`config.mk`:
```
export PLATFORM = sky130hd
export DESIGN_NAME = ps2_keys
export DESIGN_NICKNAME = d
export VERILOG_FILES = /design/src/rtl/ps2_keys.sv
export SDC_FILE = /design/constraint.sdc
export NUM_CORES = 1
export LEC_CHECK = 0
export BUFFER_PORTS_ARGS = -buffer_cell sky130_fd_sc_hd__buf_2
export CORE_UTILIZATION = 48
export CTS_CLUSTER_DIAMETER = 50
export DETAILED_ROUTE_END_ITERATION = 7
export GPL_TIMING_DRIVEN = 0
export PLACE_DENSITY = 0.67
export SLEW_MARGIN = 5
export SYNTH_ARGS = -nofsm -noshare
export SYNTH_HDL_FRONTEND = slang
export SYNTH_SLANG_ARGS = --single-unit
```
`constraint.sdc`:
```
create_clock -name clk -period 2.4 [get_ports clk]
set_clock_uncertainty 0.15 [all_clocks]
set_input_delay 0.24 -clock clk [delete_from_list [all_inputs] [get_ports clk]]
set_output_delay 0.24 -clock clk [all_outputs]
set_load 0.005 [all_outputs]
```
`src/rtl/ps2_keys.sv`:
```
// PS/2 keyboard receiver: synchronises the PS/2 lines, deframes 11-bit odd-parity frames and tracks held left/right keys.
// Optional stalled-frame timeout is enabled with macro PS2_TIMEOUT_EN.
module ps2_keys #(
  parameter logic [7:0]  LEFT_CODE      = 8'h6B,
  parameter logic [7:0]  RIGHT_CODE     = 8'h74,
  parameter int unsigned TIMEOUT_CYCLES = 5000
) (
  input  logic       clk,
  input  logic       rst_n,
  input  logic       ps2_clk,
  input  logic       ps2_data,
  output logic [1:0] keys,
  output logic [7:0] code,
  output logic       code_valid,
  output logic       frame_err
);

  typedef enum logic [1:0] {IDLE, DATA, PARITY, STOP} state_t;

  state_t     state, state_next;
  logic [2:0] bit_cnt, bit_cnt_next;
  logic [7:0] shift;
  logic       parity_bit;
  logic       break_pending;

  logic clk_s1, clk_s2, clk_s3;
  logic data_s1, data_s2;
  logic fall;
  logic timeout;
  logic frame_done;
  logic frame_ok;

  if (TIMEOUT_CYCLES < 2) begin : g_bad_timeout
    $error("TIMEOUT_CYCLES must be at least 2");
  end

  // Sync flops reset high so releasing reset never looks like a falling edge.
  always_ff @(posedge clk or negedge rst_n) begin
    if (!rst_n) begin
      clk_s1  <= 1'b1;
      clk_s2  <= 1'b1;
      clk_s3  <= 1'b1;
      data_s1 <= 1'b1;
      data_s2 <= 1'b1;
    end else begin
      clk_s1  <= ps2_clk;
      clk_s2  <= clk_s1;
      clk_s3  <= clk_s2;
      data_s1 <= ps2_data;
      data_s2 <= data_s1;
    end
  end

  assign fall = clk_s3 & ~clk_s2;

`ifdef PS2_TIMEOUT_EN
  localparam int unsigned TW = $clog2(TIMEOUT_CYCLES + 1);
  logic [TW-1:0] tcount;

  always_ff @(posedge clk or negedge rst_n) begin
    if (!rst_n) begin
      tcount <= '0;
    end else if (fall || state == IDLE) begin
      tcount <= '0;
    end else begin
      tcount <= tcount + 1'b1;
    end
  end

  assign timeout = (state != IDLE) && !fall && (tcount == TW'(TIMEOUT_CYCLES - 1));
`else
  assign timeout = 1'b0;
`endif

  always_ff @(posedge clk or negedge rst_n) begin
    if (!rst_n) begin
      state   <= IDLE;
      bit_cnt <= '0;
    end else begin
      state   <= state_next;
      bit_cnt <= bit_cnt_next;
    end
  end

  always_comb begin
    state_next   = state;
    bit_cnt_next = bit_cnt;
    if (timeout) begin
      state_next   = IDLE;
      bit_cnt_next = '0;
    end else if (fall) begin
      case (state)
        IDLE: begin
          if (!data_s2) begin
            state_next   = DATA;
            bit_cnt_next = '0;
          end
        end
        DATA: begin
          bit_cnt_next = bit_cnt + 1'b1;
          if (bit_cnt == 3'd7) state_next = PARITY;
        end
        PARITY:  state_next = STOP;
        STOP:    state_next = IDLE;
        default: state_next = IDLE;
      endcase
    end
  end

  assign frame_done = fall && (state == STOP);
  assign frame_ok   = data_s2 && (^{shift, parity_bit});

  always_ff @(posedge clk or negedge rst_n) begin
    if (!rst_n) begin
      shift      <= '0;
      parity_bit <= 1'b0;
    end else if (fall) begin
      if (state == DATA)   shift      <= {data_s2, shift[7:1]};
      if (state == PARITY) parity_bit <= data_s2;
    end
  end

  // Rejected frames touch nothing but the error pulse.
  always_ff @(posedge clk or negedge rst_n) begin
    if (!rst_n) begin
      keys          <= '0;
      code          <= '0;
      code_valid    <= 1'b0;
      frame_err     <= 1'b0;
      break_pending <= 1'b0;
    end else begin
      code_valid <= 1'b0;
      frame_err  <= timeout;
      if (frame_done) begin
        if (frame_ok) begin
          code       <= shift;
          code_valid <= 1'b1;
          if (shift == 8'hF0) begin
            break_pending <= 1'b1;
          end else if (shift != 8'hE0) begin
            if (shift == LEFT_CODE)  keys[0] <= ~break_pending;
            if (shift == RIGHT_CODE) keys[1] <= ~break_pending;
            break_pending <= 1'b0;
          end
        end else begin
          frame_err <= 1'b1;
        end
      end
    end
  end

endmodule

```
==> run summary <==
CTS Hold Bufs - 3
WS Path Type - register to register
GR peak layer - met2
setup repair bufs after CTS - 0
syn_nets - 114
Initial Util - 51.5%
Finished Cell Area - 1650 sq um
arrival time at the worst endpoint - 2340 ps
I/O pin count - 16
status - finished, violations left
worst setup path startpoint - shift[2]
hold_ws - 211 ps
FMAX - 440 MHz
Post-DP Area - 1560 sq um
Setup TNS - 0 ps
register area - 807 sq um
syn_area_per_cell - 14.0 sq um
chip height - 56.9 um
synth-to-layout area growth - 14.3%
largest net degree at the start of global routing - 33
Mapped Area - 1450 sq um
H-tree levels - 2
asr flop ratio synth - 100%
detailed placement HPWL - 1650 um
Critical Path Sink Type - register
synthesized instance count - 103
Die Width - 56.9 um
Period minus WS final - 2270 ps
post-synth top area cell - dfrtp_1
top cells by count, synth - dfrtp_1 (27), mux2_2 (18), ha_1 (7), inv_1 (6)
Max-cap violations - 0
Startpoint Class - register
Synth Flop Type - dfrtp_1
RR Endpoint - code[2]
die area - 3230 sq um
first-pass detailed-route iteration total - 6
Overflow after GRT - 0
Synth Warn # - 0
Final Power - 1.93 mW
FILL cells - 254
pwr/cell area - 1170 nW/um^2
fin cells - 160
Tightest Hold Check Type - register to register
number of synthesized flops with an enable pin - 0
Fin. Hold Viols - 0
Inserted Diodes - 0
Area contributors post-synth - dfrtp_1 (47%), mux2_2 (14%), dfstp_2 (9.1%)
fin crit share - 94.8%
Yosys cell types - 29
CTS Buffer Depth - 2
Total GRT Usage - 17.7%
failing checks - DRC
total number of vias - 878
row count - 19
top-area cell type share of the netlist area - 46.8%
leakage - 0.840 nW
Worst-Skew Late Latency - 330 ps
WL/cell - 14.5 um
VDD IR max - 0.746 mV
final core utilization - 58.9%
Core Region - 2810 sq um
fin nets - 139
Post-Place Cells - 149
R2R setup slack - 130 ps
crit-path max FO - 10
Global Route met3 Usage - 5.53%
top-count cell post-synth - dfrtp_1
flops & latches, synth - 32
final WL - 2320 um
Final WS setup - 125 ps
setup violators final - 0
root buffer cell - clkbuf_4
RSZ-0062 raised after global routing - false
CTS tree - done
IO Port Bufs - 15
multi-input logic area - 616 sq um
share of layout cells above drive strength 1 - 38.8%
Worst-Margin Slew - 691 ps
Slew headroom - 53.9%
GRT met1 Usage - 20.7%
M2 GR Usage - 27.6%
clock transition at the registers of the reported paths - 90 ps
Remaining DRCs - 2
vias per cell - 5.49
max-slew violation count - 0
post-route ant nets - 0
Seq/Total Area, Yosys - 55.8%
vias in the first global route - 918
# clock sinks - 32
Worst Setup EP - code[2]
total CTS buffers - 5
first-pass GRT wire length - 4120 um
routability-driven placement congestion ratio - 0.792
DP Worst Slack - 125 ps
Iter 0 DRT Violations - 11
CP required - 2460 ps
CTS-repair resized insts - 0
cells on worst reg2reg path - 4
reg2reg start - shift[2]
initial antenna violation count - 0
## logic make-up after synthesis
| group | Yosys count | share of synthesized area (%) |
|---|---|---|
| mux | 23 | 18.4 |
| flops | 32 | 55.8 |
| simple gates | 21 | 8.49 |
| xor+xnor | 6 | 5.63 |
| buf+inv | 6 | 1.56 |
| fa+ha+maj | 7 | 6.06 |
| compound gates | 8 | 4.07 |
## per-layer routing
metal  up-vias  share of wire, %
met5         -                 0
li1        417                 -
met3         5               5.8
met4         0               2.4
met1       428                44
met2        28                47
## flip-flops by register name, indices dropped and copies added (netlist names)
signal	flops
data_s2	1
code	8
shift	8
keys	2
code_valid	1
break_pending	1
parity_bit	1
data_s1	1
frame_err	1
clk_s2	1
state	2
clk_s1	1
clk_s3	1
bit_cnt	3
## cells in the final DEF (no fill, tap or decap), types with 2 or more instances in the layout
cell,n
nor2_1,2
dlygate4sd3_1,3
nand2_1,5
nand3_1,2
nor3_1,3
xnor2_1,2
mux2i_1,4
and2_1,2
dfstp_2,5
buf_2,15
ha_1,7
a22o_1,2
inv_1,6
clkbuf_4,5
dfrtp_1,27
xor2_1,2
mux2_2,18
o21ai_0,2
## worst max-delay path, cell delays in order, from the launching register on
cell	delay, ps
dfrtp_1	460
xor2_1	190
xnor3_2	500
mux2i_4	470
mux2_2	390
## report_power, final
group	total (mW)	internal (mW)	switching (mW)
Clock	0.318	0.143	0.175
Sequential	0.846	0.693	0.153
Combinational	0.769	0.431	0.338
Total	1.93	1.27	0.666
## layout make-up
type,instances,area share (%)
sequential,32,48.9
multi-input combinational,65,37.3
timing repair buffer,18,6.36
clock buffer,7,3.33
tap,31,2.35
inverter,6,1.36
clock inverter,1,0.455
## how the worst min path moves through the flow
stage / start / end / cells after the start
floorplan: rst_n / bit_cnt[0] / 0
global placement: rst_n / code_valid / 1
detailed placement: rst_n / code_valid / 1
CTS: data_s1 / data_s2 / 0
global route: data_s1 / data_s2 / 0
finish: data_s1 / data_s2 / 0
(Power assumes the default switching activity.)
